[src/rtl/prefix_tree_pipelined_64b.sv]
// Pipelined Kogge-Stone group-generate network for a WIDTH-bit parallel-prefix adder.
// Bit 0 is the carry-in slot; a register follows every REG_EVERY prefix levels and the last level.
module prefix_tree_pipelined_64b #(
  parameter int WIDTH     = 64,
  parameter int REG_EVERY = 2
) (
  input  logic             clk_i,
  input  logic             rst_i,
  input  logic             valid_i,
  output logic             ready_o,
  input  logic [WIDTH:0]   prop_i,
  input  logic [WIDTH:0]   gen_i,
  output logic             valid_o,
  input  logic             ready_i,
  output logic [WIDTH:0]   gen_o,
  output logic [WIDTH:0]   prop_o
);

  localparam int LEVELS = $clog2(WIDTH + 1);
  localparam int L      = (LEVELS + REG_EVERY - 1) / REG_EVERY;

  typedef logic [WIDTH:0] vec_t;

  // Stage registers, index 1..L; stage L drives the outputs.
  logic [L:1] v_q;
  vec_t       g_q  [1:L];
  vec_t       p_q  [1:L];
  vec_t       op_q [1:L];

  // Inputs seen by each stage: index 0 is the input port, s is register stage s.
  logic       st_v  [0:L-1];
  vec_t       st_g  [0:L-1];
  vec_t       st_p  [0:L-1];
  vec_t       st_op [0:L-1];

  vec_t       nxt_g [1:L];
  vec_t       nxt_p [1:L];
  logic [L:1] adv;
  vec_t       lg;
  vec_t       lp;

  always_comb begin : stage_sources
    st_v[0]  = valid_i;
    st_g[0]  = gen_i;
    st_p[0]  = prop_i;
    st_op[0] = prop_i;
    for (int s = 1; s < L; s++) begin
      st_v[s]  = v_q[s];
      st_g[s]  = g_q[s];
      st_p[s]  = p_q[s];
      st_op[s] = op_q[s];
    end
  end

  // Each stage applies its slice of levels; level k combines bit i with bit i-2^k,
  // the low 2^k bits pass through (g unchanged, p masked to keep itself).
  always_comb begin : prefix_levels
    // NOTE: every variable written here gets a value on every path first, so no latch is inferred.
    lg = '0;
    lp = '0;
    for (int s = 1; s <= L; s++) begin
      lg = st_g[s-1];
      lp = st_p[s-1];
      for (int k = 0; k < LEVELS; k++) begin
        if (k >= (s - 1) * REG_EVERY && k < s * REG_EVERY) begin
          lg = lg | (lp & (lg << (1 << k)));
          lp = lp & ((lp << (1 << k)) | ((vec_t'(1) << (1 << k)) - vec_t'(1)));
        end
      end
      nxt_g[s] = lg;
      nxt_p[s] = lp;
    end
  end

  // A stage may load when the stage after it moves or when it is empty.
  always_comb begin : advance_chain
    adv    = '0;
    adv[L] = ready_i | ~v_q[L];
    for (int s = L - 1; s >= 1; s--) begin
      adv[s] = adv[s+1] | ~v_q[s];
    end
  end

  assign ready_o = adv[1] & ~rst_i;

  always_ff @(posedge clk_i) begin
    // NOTE: state updates use non-blocking assignments so every stage samples pre-edge values.
    if (rst_i) begin
      v_q <= '0;
      // NOTE: data registers are cleared too, so outputs read as zero straight after reset.
      for (int s = 1; s <= L; s++) begin
        g_q[s]  <= '0;
        p_q[s]  <= '0;
        op_q[s] <= '0;
      end
    end else begin
      for (int s = 1; s <= L; s++) begin
        if (adv[s]) begin
          v_q[s] <= st_v[s-1];
          // Data only moves with a real beat, which keeps idle stages quiet.
          if (st_v[s-1]) begin
            g_q[s]  <= nxt_g[s];
            p_q[s]  <= nxt_p[s];
            op_q[s] <= st_op[s-1];
          end
        end
      end
    end
  end

  assign valid_o = v_q[L];
  assign gen_o   = g_q[L];
  assign prop_o  = op_q[L];

endmodule

[config.mk]
export PLATFORM = sky130hd
export DESIGN_NAME = prefix_tree_pipelined_64b
export DESIGN_NICKNAME = d
export VERILOG_FILES = /design/src/rtl/prefix_tree_pipelined_64b.sv
export SDC_FILE = /design/constraint.sdc
export NUM_CORES = 1
export LEC_CHECK = 0
export CAP_MARGIN = 20
export CORE_MARGIN = 3
export CORE_UTILIZATION = 42
export CTS_BUF_LIST = sky130_fd_sc_hd__clkbuf_16
export CTS_CLUSTER_DIAMETER = 150
export DETAILED_ROUTE_END_ITERATION = 12
export DONT_BUFFER_PORTS = 1
export PLACE_DENSITY = 0.66
export SLEW_MARGIN = 25
export SYNTH_ARGS = -nofsm -noshare
export SYNTH_HDL_FRONTEND = slang
export SYNTH_SLANG_ARGS = --single-unit
[constraint.sdc]
create_clock -name clk_i -period 9.3 [get_ports clk_i]
set_input_delay 2.79 -clock clk_i [delete_from_list [all_inputs] [get_ports clk_i]]
set_output_delay 2.79 -clock clk_i [all_outputs]
set_load 0.05 [all_outputs]
# == Yosys cells after proc, flatten, opt, wreduce, memory -nomap -nowiden ==
# Memories as Yosys holds them, arrays and structs flattened.
# Index checks and enable logic that the tools add are counted.
# word_totals
reg_bits,4
mem_bits_rw,780
inputBits,134
output_inout_bits,132
word_cells,80
memories,3
# op_classes
muxes,30
bitwise,43
# mem_list
name,words,word_bits,rd,rd_ports_with_merged_regs,write_ports,line_no,text
g_q,4,65,4,0,4,26,vec_t g_q [1:L];
op_q,4,65,4,0,4,28,vec_t op_q [1:L];
p_q,4,65,3,0,4,27,vec_t p_q [1:L];
# ops
cell,n
$and A65 B65 Y65,14
$mux W65,12
$or A65 B65 Y65,7
$mux W1,18
$or A1 B1 Y1,16
$not A1 Y1,5
$and A1 B1 Y1,1

# == Longest topological paths before layout ==
# logic_depth
depth_word,9
depth_mapped,5
mapped_depth_nobuf,3

# == Worst setup path before layout ==
# Ideal clock, no wire load.
# synth_timing
kind,input port to flip-flop
start,input port rst_i
end,register g_q[0][100] (netlist name)
setup_ns,0.585
t_arrival_ns,7.662
t_required_ns,8.715
slack_ns,1.053
path_stages,2
n_path_buf,1
cell_sequence,clkbuf_1 nand2b_1
# synth_rtl
item,line_no,text
start: declaration,8,"input logic rst_i,"

# == Worst setup path after layout ==
# layout_timing
start,input port ready_i
end,output port ready_o
# layout_between
elab_chain_cells,5
# layout_rtl
item,line_no,text
start: declaration,14,"input logic ready_i,"
$or A1 B1 Y1,78,adv[L] = ready_i | ~v_q[L];
$or A1 B1 Y1 (3 in series),80,adv[s] = adv[s+1] | ~v_q[s];
$and A1 B1 Y1,84,assign ready_o = adv[1] & ~rst_i;
end: declaration,10,"output logic ready_o,"
# Every way passes these cells.

==> results.md <==
* Slew HR at a little under a third
* Power per cell area at 220 nW/um^2
* H-Tree Depth at 3
* Placed Cells at between 2,000 and 3,000
* Syn Area/Cell at approximately 14 sq um
* Number of port buffers at 0
* Ports at about 270
* Most frequent cells in the layout: edfxtp_1 (631), and2_1 (367), a21oi_1 (186)
* Non-filler cells, final at 2,707
* Arrival time at the worst endpoint at 3670 ps
* Worst-path clk slew at around 60 ps
* Cell variety after synth at 32
* Setup violators final at 0
* Gpl congestion at between 0.8 and 0.9
* Net count reported at finish at 1,957
* M3 GR Usage at between 5 and 6%
* Mux cell area share after synthesis at 0%
* Net Count, Synth at between 2,000 and 2,500
* Post_cts resized at 0
* Hold buffers post-CTS at 0
* Fin crit share at 69.4%
* RSZ-0062 raised after global routing: no
* Top Family by Delay on Critical Path: compound AO/OA/AOI/OAI gates
* Worst Setup EP: ready_o
* Crit path from: ready_i
* Drt drc at 0
* GRT Max-Usage Layer: met2
* Final worst setup slack at 2840 ps
* Final number of hold-violating endpoints at 0
* DR pass1 iterations at 5
* Vias post-DR at between 10,000 and 15,000
* Worst Path Required at 6510 ps
* Crit. End Element: output pin
* Post-synthesis simple-gate area fraction at 16.5%
* Compound-Gate Fraction of Synth Area at under 10%
* Setup CP Type: in -> out
* CP Buf/Inv Count at 0
* Worst path cell trace: and4b_4, a21oi_2
* Final Max Tran Viols at 0
* Min Hold Slack at approximately 510 ps
* Crit-path max FO at 5
* CP startpoint kind: input pin
* Skew final at 22.7 ps
* Sequential cell area at roughly 19,000 sq um
* Total Neg Setup Slack at 0 ps
* TritonCTS clock tree: yes
* Worst Hold Class: reg -> reg
* Max clock buf depth at 3
* Path depth of the worst reg2reg path at 4
* Setup Buffers After CTS at 0
* Layout fillers at approximately 5,500
* Cell depth of the worst setup path at 2
* Post-DP Area at 26,600 sq um
* Share of cells above drive strength 1 at 8.89%
* Clk_lat worst skew at 600 ps
* Slowest cell delay on critical path at 650 ps
* Fin util at between 40 and 50%
* Tmin final at 6460 ps
* Commonest non-fill, non-tap cell in the layout: edfxtp_1
* Drt via density at about 5.4
* Tot Pwr at about 6.3 mW
* Multi-input logic area at about 6400 sq um
* Post-Synthesis Cells at roughly 1,900
* Post-detail-place hpwl at 44,400 microns
* Reg2Reg Launch Point: v_q[4]
* Syn Std Cell Area at approximately 27,000 sq um
* Leak Pwr at 10.4 nW
* FF-to-FF End: p_q[0][110]
* Sequential fraction of the synthesis area at between 70% and 80%
* Initial antenna violation count at 2
* Maximum vdd ir drop at about 0.11 mV
* ANT nets after route at 0
* Vias in the first global route at between 10,000 and 15,000
* Max cap viols at 0
* Area grow syn2layout at 7.62%
* XOR/XNOR Fraction of Synth Area at 0%
* # rows at between 90 and 100
* CP max-delay cell: a21oi_2
* First-pass GRT wire length at between 90,000 and 100,000 microns
* Post-synthesis adder-cell area fraction at 0%
* CTS sink cnt at between 600 and 700
* Fmax at between 0.15 and 0.2 GHz
* R2R Setup Slk at between 6000 and 7000 ps
* Status: finished clean
* Post-Route WL at 63,000 microns
* Worst slew pin tran at 1020 ps
* Cts bufs inserted at 67
* Post-synthesis register bit count at about 640
* Die Width at roughly 260 microns
* Setup Slack @ Placement at approximately 2800 ps
* Die area at approximately 67,000 sq um
* Die Y at ~260 microns
* Largest net degree at the start of global routing at 130
* Drt wl/cell at 23.3 microns
* Initial core utilization at roughly 43%
* M2 GR Usage at between 30% and 40%
* Synthesis Warnings at 0
* DRT iter0 DRCs at 1,669
* Congestion Overflow GR at 0
* Overall Global Routing Usage at about a fifth
* CTS root buffer: clkbuf_16
* Largest family of logic cells by synthesized area: simple AND/OR/NAND/NOR gates
* Core Region at a little over 60,000 sq um
* Met1 usage at a little under a quarter
* Post-Layout Inst Area at roughly 29,000 sq um
## report_power, final
group	switching (mW)	internal [mW]	total [mW]
registers	0.182	3.32	3.50
clock network	1.08	1.47	2.55
logic	0.181	0.0690	0.250
## cell usage after synthesis
cell      instances  area share, %
inv_2             1          0.014
a21boi_2          1          0.042
a21o_1           78            2.2
nor3_1           60            1.1
nand3b_1          3          0.084
buf_6             5           0.21
edfxtp_1        631             71
o21ai_0           3          0.056
buf_4           130            3.7
o21a_1           54            1.5
nor4_1            1          0.023
nand2_1         131            1.8
nand4b_1          1          0.033
nor3_4            1          0.061
nor2_1           79            1.1
nand2b_1          2          0.047
clkbuf_1         38           0.53
nor3_2           48            1.8
a21oi_1         187            3.5
and4b_4           1          0.052
buf_2            19           0.36
nand3_1          75            1.4
nor2b_1           2          0.047
and3_1            4          0.094
dfxtp_1           4           0.30
inv_1             2          0.028
and2_1          367            8.6
nand4_1           1          0.023
or3_1             1          0.023
clkbuf_2          4          0.075
o21ai_1           1          0.019
nor3b_4           1          0.070
## kinds of logic after synthesis
group | count (synthesis)
compound gates | 324
simple gates | 778
flops | 635
buf+inv | 199
## routing by layer
layer | vias up | routed length, microns
li1 | 6642 | -
met1 | 7116 | 24000
met2 | 631 | 31300
met3 | 112 | 5850
met4 | 0 | 1820
met5 | - | 0
## flip-flops by register name, summed over array words and instances (netlist names)
register / count
v_q: 4
g_q: 260
op_q: 260
p_q: 111
## cell type report
class | count | share of cell area (%)
Timing Repair Buffer | 14 | 0.423
Sequential cell | 635 | 66.3
Inverter | 3 | 0.0392
Clock inverter | 44 | 1.16
Clock buffer | 70 | 6.10
Multi-Input combinational cell | 1102 | 22.3
Tap cell | 837 | 3.65
Antenna cell | 2 | 0.0174
## worst min path at each step
stage | startpoint | endpoint | slack, ps | cells after the start
floorplan | g_q[0][196] | g_q[0][261] | 500 | 1
global placement | op_q[0][89] | op_q[0][154] | 500 | 1
detailed placement | op_q[0][70] | op_q[0][135] | 500 | 1
CTS | op_q[0][253] | op_q[0][318] | 510 | 1
global route | g_q[0][255] | g_q[0][320] | 520 | 1
finish | op_q[0][181] | op_q[0][246] | 510 | 1
(Power assumes the default switching activity.)
